--- src/rtl/frame_buffer_write_arbiter.sv ---
// frame_buffer_write_arbiter
// Shares the single frame_buffer write port between fill_drawer (0), line_drawer (1)
// and symbol_drawer (2). Each drawer owns a one-entry holding slot with a ready
// handshake. A round-robin scheduler drains one full slot per cycle into a
// registered write port, so concurrent drawers never interleave address and data.
module frame_buffer_write_arbiter #(
    parameter int  HOR_ACTIVE_PIXELS = 640,
    parameter int  VER_ACTIVE_PIXELS = 480,
    localparam int PIXELS_COUNT      = HOR_ACTIVE_PIXELS * VER_ACTIVE_PIXELS,
    localparam int ADDR_WIDTH        = $clog2(PIXELS_COUNT)
) (
    input  logic                  clk,
    input  logic                  rst,

    input  logic                  fill_write_enable,
    input  logic [ADDR_WIDTH-1:0] fill_write_addr,
    input  logic                  fill_write_data,
    output logic                  fill_write_ready,

    input  logic                  line_write_enable,
    input  logic [ADDR_WIDTH-1:0] line_write_addr,
    input  logic                  line_write_data,
    output logic                  line_write_ready,

    input  logic                  symbol_write_enable,
    input  logic [ADDR_WIDTH-1:0] symbol_write_addr,
    input  logic                  symbol_write_data,
    output logic                  symbol_write_ready,

    output logic                  fb_write_enable,
    output logic [ADDR_WIDTH-1:0] fb_write_addr,
    output logic                  fb_write_data,
    output logic                  idle,
    output logic                  addr_error
);

    localparam int                NUM_PORTS  = 3;
    // One extra bit so the limit is representable even when PIXELS_COUNT is a power of two.
    localparam logic [ADDR_WIDTH:0] ADDR_LIMIT = (ADDR_WIDTH + 1)'(PIXELS_COUNT);

    // Next port index after 'base', 'step' positions around the ring of three ports.
    function automatic logic [1:0] rr_index(input logic [1:0] base, input int unsigned step);
        int unsigned sum;
        sum = (32'(base) + step) % NUM_PORTS;
        return sum[1:0];
    endfunction

    // Requests gathered into index-addressable form.
    logic [NUM_PORTS-1:0]  wr_en;
    logic [NUM_PORTS-1:0]  wr_data;
    logic [ADDR_WIDTH-1:0] wr_addr [NUM_PORTS];

    assign wr_en      = {symbol_write_enable, line_write_enable, fill_write_enable};
    assign wr_data    = {symbol_write_data, line_write_data, fill_write_data};
    assign wr_addr[0] = fill_write_addr;
    assign wr_addr[1] = line_write_addr;
    assign wr_addr[2] = symbol_write_addr;

    // Slot and output-port state.
    logic [NUM_PORTS-1:0]  full_q, full_d;
    logic [NUM_PORTS-1:0]  data_q, data_d;
    logic [ADDR_WIDTH-1:0] addr_q [NUM_PORTS];
    logic [ADDR_WIDTH-1:0] addr_d [NUM_PORTS];
    logic [1:0]            last_grant_q, last_grant_d;
    logic                  fb_we_q, fb_we_d;
    logic [ADDR_WIDTH-1:0] fb_addr_q, fb_addr_d;
    logic                  fb_data_q, fb_data_d;
    logic                  addr_error_q, addr_error_d;

    logic [NUM_PORTS-1:0]  granted;
    logic [NUM_PORTS-1:0]  ready;
    logic [NUM_PORTS-1:0]  accept;
    logic [NUM_PORTS-1:0]  in_range;

    // Round-robin grant: first full slot searching from the port after the last winner.
    always_comb begin
        // NOTE: every combinational output gets a default first so no path leaves it unassigned (no latch).
        granted = '0;
        for (int unsigned k = 1; k <= NUM_PORTS; k++) begin
            if (granted == '0 && full_q[rr_index(last_grant_q, k)]) begin
                granted[rr_index(last_grant_q, k)] = 1'b1;
            end
        end
    end

    // A slot can take a new entry when empty or when it is being drained this cycle.
    assign ready  = {NUM_PORTS{~rst}} & (~full_q | granted);
    assign accept = wr_en & ready;

    // Address range check per port.
    always_comb begin
        for (int i = 0; i < NUM_PORTS; i++) begin
            in_range[i] = ({1'b0, wr_addr[i]} < ADDR_LIMIT);
        end
    end

    // Next state: drain the granted slot into the fb registers, then load accepted requests.
    always_comb begin
        full_d       = full_q;
        addr_d       = addr_q;
        data_d       = data_q;
        last_grant_d = last_grant_q;
        fb_we_d      = 1'b0;
        fb_addr_d    = fb_addr_q;
        fb_data_d    = fb_data_q;
        addr_error_d = addr_error_q;

        for (int i = 0; i < NUM_PORTS; i++) begin
            if (granted[i]) begin
                fb_we_d      = 1'b1;
                fb_addr_d    = addr_q[i];
                fb_data_d    = data_q[i];
                full_d[i]    = 1'b0;
                last_grant_d = 2'(i);
            end
        end

        // Loading after the drain lets a slot be emptied and refilled on the same edge.
        for (int i = 0; i < NUM_PORTS; i++) begin
            if (accept[i]) begin
                if (in_range[i]) begin
                    full_d[i] = 1'b1;
                    addr_d[i] = wr_addr[i];
                    data_d[i] = wr_data[i];
                end else begin
                    addr_error_d = 1'b1;
                end
            end
        end
    end

    // Control state and the registered write port, cleared by synchronous reset.
    always_ff @(posedge clk) begin
        // NOTE: sequential state uses non-blocking assignments so all registers update together.
        if (rst) begin
            full_q       <= '0;
            last_grant_q <= 2'd2;
            fb_we_q      <= 1'b0;
            fb_addr_q    <= '0;
            fb_data_q    <= 1'b0;
            addr_error_q <= 1'b0;
        end else begin
            full_q       <= full_d;
            last_grant_q <= last_grant_d;
            fb_we_q      <= fb_we_d;
            fb_addr_q    <= fb_addr_d;
            fb_data_q    <= fb_data_d;
            addr_error_q <= addr_error_d;
        end
    end

    // Slot payload storage.
    always_ff @(posedge clk) begin
        // NOTE: payload is not reset; it is only ever read while its full bit is set.
        addr_q <= addr_d;
        data_q <= data_d;
    end

    assign fill_write_ready   = ready[0];
    assign line_write_ready   = ready[1];
    assign symbol_write_ready = ready[2];

    assign fb_write_enable = fb_we_q;
    assign fb_write_addr   = fb_addr_q;
    assign fb_write_data   = fb_data_q;
    assign addr_error      = addr_error_q;
    assign idle            = ~|full_q & ~fb_we_q;

endmodule

--- config.mk ---
export PLATFORM = sky130hd
export DESIGN_NAME = frame_buffer_write_arbiter
export DESIGN_NICKNAME = d
export VERILOG_FILES = /design/src/rtl/frame_buffer_write_arbiter.sv
export SDC_FILE = /design/constraint.sdc
export NUM_CORES = 1
export LEC_CHECK = 0
export BUFFER_PORTS_ARGS = -buffer_cell sky130_fd_sc_hd__buf_2
export CAP_MARGIN = 15
export CORE_MARGIN = 2
export CORE_UTILIZATION = 53
export CTS_CLUSTER_DIAMETER = 40
export DETAILED_ROUTE_END_ITERATION = 10
export GPL_ROUTABILITY_DRIVEN = 1
export PLACE_DENSITY = 0.81
export SYNTH_ARGS = -nofsm -noshare
export SYNTH_HDL_FRONTEND = slang
export SYNTH_SLANG_ARGS = --single-unit
--- constraint.sdc ---
create_clock -name clk -period 3.95 [get_ports clk]
set_input_delay 0.79 -clock clk [delete_from_list [all_inputs] [get_ports clk]]
set_output_delay 0.79 -clock clk [all_outputs]
set_load 0.05 [all_outputs]
==> results of run 1 <==
-- critical path, cell delays in order, from the launching register on --
cell	delay (ps)
dfxtp_1	380
inv_1	80
ha_1	350
nor2b_1	330
o221a_2	280
nor2_1	70
a222oi_1	580
a21oi_1	160
buf_2	240
-- cells in the mapped netlist (2+ instances only) --
cell type | n | area (um^2)
a21oi_1 | 12 | 60.1
o21ai_0 | 11 | 55.1
nor4bb_1 | 3 | 30.0
a211oi_2 | 2 | 25.0
nor3_1 | 2 | 10.0
buf_2 | 10 | 50.1
ha_1 | 4 | 50.1
and2_1 | 2 | 12.5
nor2_1 | 5 | 18.8
and3_1 | 5 | 31.3
edfxtp_1 | 60 | 1800
o21ai_1 | 10 | 50.1
nor2b_1 | 4 | 25.0
nand2b_1 | 7 | 43.8
nor3b_1 | 2 | 15.0
buf_6 | 2 | 22.5
a211oi_1 | 4 | 30.0
dfxtp_1 | 27 | 541
a32oi_1 | 17 | 149
clkbuf_1 | 3 | 11.3
nand3b_1 | 4 | 30.0
mux2i_1 | 22 | 220
inv_1 | 8 | 30.0
o221ai_1 | 3 | 26.3
o31a_1 | 3 | 26.3
o31ai_1 | 4 | 30.0
nand2_1 | 11 | 41.3
-- cell type report --
cell class / instances / area [um^2] / share of cell area
Timing Repair Buffer: 96 / 495 / 0.114
Inverter: 8 / 30.0 / 0.00692
Multi-Input combinational cell: 154 / 1150 / 0.265
Sequential cell: 87 / 2340 / 0.540
Clock buffer: 9 / 124 / 0.0285
Clock inverter: 7 / 97.6 / 0.0225
Tap cell: 80 / 100 / 0.0231
-- how the worst max path moves through the flow --
| stage | start | to | cells past startpoint |
|---|---|---|---|
| global placement | last_grant_q[0] | fill_write_ready | 8 |
| floorplan | last_grant_q[0] | addr_q[19] | 9 |
| finish | last_grant_q[1] | fill_write_ready | 8 |
| detailed placement | last_grant_q[0] | fill_write_ready | 8 |
| global route | last_grant_q[0] | fill_write_ready | 8 |
| CTS | last_grant_q[0] | fill_write_ready | 8 |
-- what timing repair did --
item | CTS | global route
setup endpoints to repair | 0 | 1
resized for setup | 0 | 1
endpoints found under the hold margin | 0 | 0
-- layer usage --
metal | GRT usage | up-vias | wire, um
met5 | 0 | - | 0
met4 | 0.0895 | 0 | 118
met3 | 0.0590 | 12 | 581
met2 | 0.360 | 102 | 4080
met1 | 0.286 | 1249 | 3040
li1 | - | 1226 | -
-- where the power goes --
group	leakage (nW)	switching (mW)	total, mW	internal, mW
Combinational	0.915	0.788	1.17	0.382
Sequential	0.774	0.0618	1.16	1.09
Clock	0.105	0.314	0.671	0.357
Total	1.79	1.16	3.00	1.83
-- state kept, by name, indices dropped and copies added, names as in the netlist --
signal	flops
addr_error	1
addr_q	57
data_q	3
fb_write_addr	19
fb_write_data	1
fb_write_enable	1
full_q	3
last_grant_q	2
-- metrics by stage --
| stage | setup slack [ps] | std cells | cell area, um^2 | hold slack (ps) |
|---|---|---|---|---|
| 6_report | 327 | 441 | 4340 | 466 |
| 3_5_place_dp | 578 | 425 | 4120 | 445 |
| 4_1_cts | 179 | 441 | 4340 | 465 |
| 2_1_floorplan | 283 | 265 | 3610 | 429 |
| 5_1_grt | 76.8 | 441 | 4340 | 488 |
| 3_3_place_gp | 702 | 425 | 4120 | 438 |
-- cells by family after synthesis --
group	Yosys count	share of synthesized area
buffers and inverters	24	0.0337
flip-flops	87	0.650
AND/OR/NAND/NOR	49	0.0788
adder cells (fa/ha/maj)	5	0.0167
multiplexers	22	0.0611
AO/OA/AOI/OAI	78	0.160
==> impl_results.md, run 1 <==
- Yosys warnings: 0
- Reg clk slew, reported paths: roughly 90 ps
- Largest net degree at the start of global routing: 24
- RePlAce Congestion: 0.880
- FF-to-FF path depth: 8
- Longest Clk Path Bufs: 2
- Critical Path Fanout Max: 14
- Antenna Nets Post-Route: 0
- Hold endpoint: fb_write_addr[6]
- IO Pins: slightly above 90
- Commonest non-fill, non-tap cell in the layout: buf_2
- Post-synthesis cell area: 3610 um^2
- Port Buffers: 90
- Core Util, Final: 0.650
- Iteration-0 DRC Markers: 304
- Clock root cell: clkbuf_8
- Post-CTS Setup Repair Bufs: 0
- Post-Route WL: 7830 um
- Data arrival time of the worst path: 2830 ps
- GRT overflow: 0
- Initial antenna violation count: 0
- CP startpoint kind: flip-flop
- Post-synthesis sequential area ratio: 0.650
- Worst Setup End Kind: primary output
- Initial Utilization: 0.540
- R2R setup slack: slightly above 800 ps
- Clk_lat worst skew: 350 ps
- CTS tree: done
- Power Dens Cells: just under 700 nW/um^2
- First-pass GRT wire length: 12500 um
- Ys async rst share: 0
- CTS Buf Count: 9
- Max-slew violation count: 0
- Hold Path Class: flip-flop to flip-flop
- Die width: 86.5 um
- Clk sinks: 87
- Final setup vio count: 0
- Final Hold Fails: 0
- VDD IR-drop max: approximately 0.00046 V
- Synth cell types: 45
- Detail Placement HPWL: roughly 5400 um
- Power, Total: 3.00 mW
- Share of cells above drive strength 1: 0.332
- Syn avg cell area: approximately 14 um^2
- Die ar.: 7480 um^2
- Slew headroom: 0.378
- Post-synth EDFFs: 60
- Vias per cell: roughly 5.9
- Detailed-route via count: 2589
- GRT Total Usage: 0.222
- Period utilisation layout: 0.917
- Hold_buf cts: 0
- Worst reg2reg path endpoint: addr_q[46]
- Die Ht: 86.5 um
- Row count: 30
- Hold Startpoint: addr_q[6]
- Net Count, Synth: ~330
- Setup tns final: 0 ps
- DR pass1 iterations: 6
- Gate Count Post-Synth: 265
- Worst Clk Skew: 8.07 ps
- Tmin final: 3620 ps
- Fill count: roughly 520
- Vias in the first global route: 2551
- Setup CP Type: flip-flop to primary output
- Core ar.: 6680 um^2
- Pleak: 1.79 nW
- Number of remaining DRC errors: 0
- Fin nets: ~430
- Hold depth: 2
- Top FF cell, synth: edfxtp_1
- WL/cell: 17.7 um
- P&R area growth vs syn: 20.4%
- H-tree levels: 3
- Max frequency: about 0.28 GHz
- Critical Path RT: 3160 ps
- RSZ-0062 raised after global routing: false
- Status: complete, no violations
- Worst r2r src: last_grant_q[1]
- Worst-Margin Slew: just over 900 ps
- MaxCap Viol Count: 0
- Most frequent cells in the layout: buf_2, edfxtp_1, dfxtp_1, mux2i_1, a32oi_1
- Antenna fix cells: 0
- Yosys reg bits: 87
Power figures use the tool's default switching activity.
==> run 2, diff against run 1 <==
--- a/config.mk
+++ b/config.mk
@@ -13,6 +13,7 @@
 export DETAILED_ROUTE_END_ITERATION = 10
 export GPL_ROUTABILITY_DRIVEN = 1
 export PLACE_DENSITY = 0.81
+export RECOVER_POWER = 50
 export SYNTH_ARGS = -nofsm -noshare
 export SYNTH_HDL_FRONTEND = slang
 export SYNTH_SLANG_ARGS = --single-unit
==> impl_results.md, run 2 (synthesis gave the netlist of run 1 again) <==
- RSZ-0062 raised after global routing: false
- H-tree levels: 3 (unchanged)
- Vias per cell: 5.86 (-0.19%)
- Worst-Margin Slew: 963 ps (+29.8 ps)
- CP startpoint kind: flip-flop
- Fill count: 543 (+4.2%)
- Critical Path Fanout Max: 14 (unchanged)
- DP Cell Count: 425 (unchanged)
- Slowest CP cell: o311ai_0
- Hold_buf cts: 0 (unchanged)
- RePlAce Congestion: 0.880 (unchanged)
- Max reg flops: 57 (unchanged)
- Worst Clk Skew: 6.94 ps (-1.13 ps)
- Crit path launch: last_grant_q[1]
- GR Util met3: 0.0590 (unchanged)
- Clock root cell: clkbuf_8
- Crit path cell chain: inv_1, ha_1, inv_1, and3_1, o311ai_0, o31a_1, nor2_1, buf_2
- Antenna fix cells: 0 (unchanged)
- Fin nets: 425 (unchanged)
- Setup tns final: 0 ps (unchanged)
- VDD IR-drop max: 0.000452 V (-0.71%)
- P&R area growth vs syn: 18.9%
- Data arrival time of the worst path: 2830 ps (about the same)
- Post-Route WL: 7890 um (+0.88%)
- Post-cts sizing count: 0 (unchanged)
- Area of the multi-input gates: 1150 um^2 (unchanged)
- GRT overflow: 0 (unchanged)
- Clk_lat worst skew: 350 ps (about the same)
- WL/cell: 17.9 um (+0.88%)
- Tmin final: 3620 ps (-1.20 ps)
- Row count: 30 (unchanged)
- Setup CP Type: flip-flop to primary output
- Detail Placement HPWL: 5370 um (unchanged)
- Port Buffers: 90 (unchanged)
- Detailed-route via count: 2584 (-0.19%)
- FF/Latch Area: 2340 um^2 (unchanged)
- Commonest non-fill, non-tap cell in the layout: edfxtp_1
- Antenna Nets Post-Route: 0 (unchanged)
- CTS Buf Count: 9 (unchanged)
- CTS tree: done
- Slew headroom: 0.358 (-0.0198)
- Max frequency: 0.276 GHz (about the same)
- GRT Total Usage: 0.222 (unchanged)
- Critical Path RT: 3160 ps (about the same)
- Max incr delay on CP: 750 ps (+170 ps)
- Die Ht: 86.5 um (unchanged)
- Register bank with the most flops: addr_q
- Final Hold Fails: 0 (unchanged)
- Iteration-0 DRC Markers: 329 (+8.2%)
- Die width: 86.5 um (unchanged)
- Largest net degree at the start of global routing: 24 (unchanged)
- Reg clk slew, reported paths: 90 ps (about the same)
- Status: complete, no violations
- DR pass1 iterations: 4 (-2)
- Max-slew violation count: 0 (unchanged)
- Power Dens Cells: 693 nW/um^2 (+0.42%)
- Initial Utilization: 0.540 (unchanged)
- Final setup vio count: 0 (unchanged)
- Most common cell on crit path: inv_1
- IO Pins: 91 (unchanged)
- Grt peak-use layer: met2
- Die ar.: 7480 um^2 (unchanged)
- Number of remaining DRC errors: 0 (unchanged)
- Longest Clk Path Bufs: 2 (unchanged)
- Post-CTS Setup Repair Bufs: 0 (unchanged)
- Final Non-Filler Cells: 441 (unchanged)
- Vias in the first global route: 2551 (unchanged)
- M2 GR Usage: 0.360 (unchanged)
- Core ar.: 6680 um^2 (unchanged)
- First-pass GRT wire length: 12500 um (unchanged)
- Worst r2r src: last_grant_q[1]
- Period utilisation layout: 0.917 (about the same)
- Hold Startpoint: addr_q[6]
- Share of cells above drive strength 1: 0.222 (-0.111)
- Clk sinks: 87 (unchanged)
- Routing usage on met1: 0.286 (unchanged)
- Worst Setup End Kind: primary output
- MaxCap Viol Count: 0 (unchanged)
- Hold Path Class: flip-flop to flip-flop
- Initial antenna violation count: 0 (unchanged)
- Most frequent cells in the layout: edfxtp_1, buf_2, clkbuf_1, dfxtp_1, mux2i_1
- Pleak: 1.66 nW (-7.6%)
[run 2: cell count changes in the layout (fill, tap and decap cells not counted), sizes merged]
cell	change
clkbuf	+40
buf	-40
[run 2: worst max-delay path: cells and delay by family, from the launching register on]
family          cells  cell delay, ps
compound gates      2            1000
fa+ha+maj           1             440
buf+inv             3             460
flops               1             340
simple gates        2             240
[run 2: path summary, 6_finish.rpt]
check | slack [ps] | depth (start not counted) | to
max | 330 | 8 | symbol_write_ready
min | 470 | 2 | fb_write_addr[6]
max reg2reg | 610 | 9 | fb_write_addr[8]
min reg2reg | 470 | 2 | fb_write_addr[6]
[run 2: power breakdown]
| group | switching [mW] | leakage (nW) | internal (mW) | total (mW) |
|---|---|---|---|---|
| Sequential | 0.0642 | 0.774 | 1.09 | 1.16 |
| Clock | 0.313 | 0.105 | 0.357 | 0.669 |
| Combinational | 0.787 | 0.779 | 0.358 | 1.15 |
| Total | 1.16 | 1.66 | 1.81 | 2.97 |
[run 2: area by class of cell]
type                            count  area share
Clock buffer                        9      0.0289
Clock inverter                      7      0.0228
Inverter                            8     0.00700
Multi-Input combinational cell    154       0.268
Sequential cell                    87       0.546
Tap cell                           80      0.0233
Timing Repair Buffer               96       0.103
[run 2: per-layer routing]
| layer | vias up | part of all wire |
|---|---|---|
| met1 | 1245 | 0.39 |
| met5 | - | 0 |
| met2 | 106 | 0.52 |
| met3 | 10 | 0.071 |
| li1 | 1223 | - |
| met4 | 0 | 0.014 |
[run 2: per-stage QoR]
| stage | hold WS (ps) | instance area [um^2] | power [mW] | utilization | worst slack, ps |
|---|---|---|---|---|---|
| after floorplan | 429 | 3610 | 2.06 | - | 283 |
| after global placement | 438 | 4120 | 2.30 | 0.616 | 702 |
| after detailed placement | 445 | 4120 | 2.34 | 0.616 | 578 |
| after CTS | 465 | 4340 | 3.00 | 0.649 | 179 |
| after global routing | 488 | 4290 | 3.13 | 0.642 | 76.8 |
| final | 467 | 4290 | 2.97 | 0.642 | 328 |
==> run 3, diff against run 2 <==
--- a/config.mk
+++ b/config.mk
@@ -9,10 +9,11 @@
 export CAP_MARGIN = 15
 export CORE_MARGIN = 2
 export CORE_UTILIZATION = 53
+export CTS_BUF_LIST = sky130_fd_sc_hd__clkbuf_8 sky130_fd_sc_hd__clkbuf_16
 export CTS_CLUSTER_DIAMETER = 40
 export DETAILED_ROUTE_END_ITERATION = 10
 export GPL_ROUTABILITY_DRIVEN = 1
-export PLACE_DENSITY = 0.81
+export PLACE_DENSITY = 0.76
 export RECOVER_POWER = 50
 export SYNTH_ARGS = -nofsm -noshare
 export SYNTH_HDL_FRONTEND = slang
==> impl_results.md, run 3 (synthesis gave the netlist of run 1 again) <==
- Status: complete, no violations
- Post-place setup slack: 582 ps (+4.63 ps)
- Setup CP Type: flip-flop to primary output
- Slowest CP cell: o311ai_0
- Initial Utilization: 0.540 (unchanged)
- Hold depth: 2 (unchanged)
- Worst Clk Skew: 7.13 ps (+0.192 ps)
- DP Cell Count: 425 (unchanged)
- P&R area growth vs syn: 18.6%
- Hold Path Class: flip-flop to flip-flop
- WL/cell: 17.6 um (-1.8%)
- Most frequent cells in the layout: edfxtp_1, buf_2, clkbuf_1, dfxtp_1, mux2i_1
- Die ar.: 7480 um^2 (unchanged)
- Slew headroom: 0.369 (+0.0112)
- Setup WS post-layout: 271 ps (-57.7 ps)
- Final Non-Filler Cells: 441 (unchanged)
- Core ar.: 6680 um^2 (unchanged)
- Worst r2r src: last_grant_q[1]
- Cell area after placement: 4120 um^2 (unchanged)
- Iteration-0 DRC Markers: 156 (-53%)
- Worst Path Buf+Inv: 3 (unchanged)
- Tmin final: 3680 ps (+57.7 ps)
- Register bank with the most flops: addr_q
- Post-cts sizing count: 0 (unchanged)
- Largest net degree at the start of global routing: 24 (unchanged)
- Clk_lat worst skew: 340 ps (about the same)
- Post-CTS Setup Repair Bufs: 0 (unchanged)
- WHS: 465 ps (-2.14 ps)
- Row count: 30 (unchanged)
- Period utilisation layout: 0.931 (+0.0146)
- Vias per cell: 5.72 (-2.4%)
- GRT overflow: 0 (unchanged)
- Data arrival time of the worst path: 2890 ps (+60 ps)
- Share of cells above drive strength 1: 0.227 (+0.00554)
- Power Dens Cells: 685 nW/um^2 (-1.1%)
- Family with the most delay on the worst path: compound AO/OA/AOI/OAI gates
- Hold_buf cts: 0 (unchanged)
- Setup tns final: 0 ps (unchanged)
- CTS tree: done
- Most common cell on crit path: inv_1
- Die Ht: 86.5 um (unchanged)
- Critical Path RT: 3160 ps (about the same)
- Detailed-route via count: 2521 (-2.4%)
- Commonest non-fill, non-tap cell in the layout: edfxtp_1
- RePlAce Congestion: 0.848 (-3.7%)
- Pleak: 1.66 nW (about the same)
- Design area: 4280 um^2 (-0.26%)
- Reg clk slew, reported paths: 80 ps (about the same)
- Clock root cell: clkbuf_8
- Initial antenna violation count: 0 (unchanged)
- Worst Setup End Kind: primary output
- DR pass1 iterations: 4 (unchanged)
- Antenna Nets Post-Route: 0 (unchanged)
- Core Util, Final: 0.640 (-0.00169)
- Critical path depth: 8 (unchanged)
- Longest Clk Path Bufs: 2 (unchanged)
- Fill count: 539 (-0.74%)
- Worst-Margin Slew: 946 ps (-16.9 ps)
- IO Pins: 91 (unchanged)
- FF-to-FF path depth: 9 (unchanged)
- VDD IR-drop max: 0.000400 V (-11%)
- Crit path cell chain: inv_1, ha_1, inv_1, and3_1, o311ai_0, o31a_1, nor2_1, buf_2
- MaxCap Viol Count: 0 (unchanged)
- Detail Placement HPWL: 5360 um (-0.36%)
- Number of remaining DRC errors: 0 (unchanged)
- Max-slew violation count: 0 (unchanged)
- Hold Startpoint: addr_q[14]
- Clk sinks: 87 (unchanged)
- H-tree levels: 3 (unchanged)
- Final Hold Fails: 0 (unchanged)
- Max reg flops: 57 (unchanged)
- Crit path launch: last_grant_q[1]
- CTS Buf Count: 9 (unchanged)
- Fin nets: 425 (unchanged)
- Power, Total: 2.93 mW (-1.4%)
- RSZ-0062 raised after global routing: false
- Critical Path Fanout Max: 14 (unchanged)
- CP startpoint kind: flip-flop
- Max frequency: 0.272 GHz (-1.6%)
- Die width: 86.5 um (unchanged)
- Port Buffers: 90 (unchanged)
- Vias in the first global route: 2455 (-3.8%)
- GRT Total Usage: 0.218 (-0.00429)
- Antenna fix cells: 0 (unchanged)
- Max incr delay on CP: 790 ps (+40 ps)
- First-pass GRT wire length: 12200 um (-2.2%)
- Post-Route WL: 7750 um (-1.8%)
- Final setup vio count: 0 (unchanged)
run 3: cell type report:
| type | count | area [um^2] | share of cell area |
|---|---|---|---|
| Clock buffer | 10 | 138 | 0.0322 |
| Clock inverter | 6 | 67.6 | 0.0158 |
| Inverter | 8 | 30.0 | 0.00702 |
| Multi-Input combinational cell | 154 | 1150 | 0.269 |
| Sequential cell | 87 | 2340 | 0.548 |
| Tap cell | 80 | 100 | 0.0234 |
| Timing Repair Buffer | 96 | 448 | 0.105 |
run 3: where the power goes:
part           internal [mW]  switching, mW
Clock                  0.313          0.317
Combinational          0.361          0.783
Sequential              1.09         0.0625
Total                   1.77           1.16
run 3: per-layer routing:
layer	vias to the layer above	part of all wire	GRT usage
li1	1222	-	-
met1	1203	0.44	0.301
met2	92	0.49	0.345
met3	4	0.052	0.0438
met4	0	0.012	0.0781
met5	-	0	0
run 3: path summary, 6_finish.rpt:
path | to | slack [ps]
worst min register to register | fb_write_addr[14] | 460
worst min-delay path | fb_write_addr[14] | 460
worst max-delay path | symbol_write_ready | 270
worst max register to register | fb_write_addr[4] | 560
run 3: worst min-delay path, stage by stage, from the launching register on:
cell	delay, ps
edfxtp_1	330
a32oi_1	50
o21ai_0	60
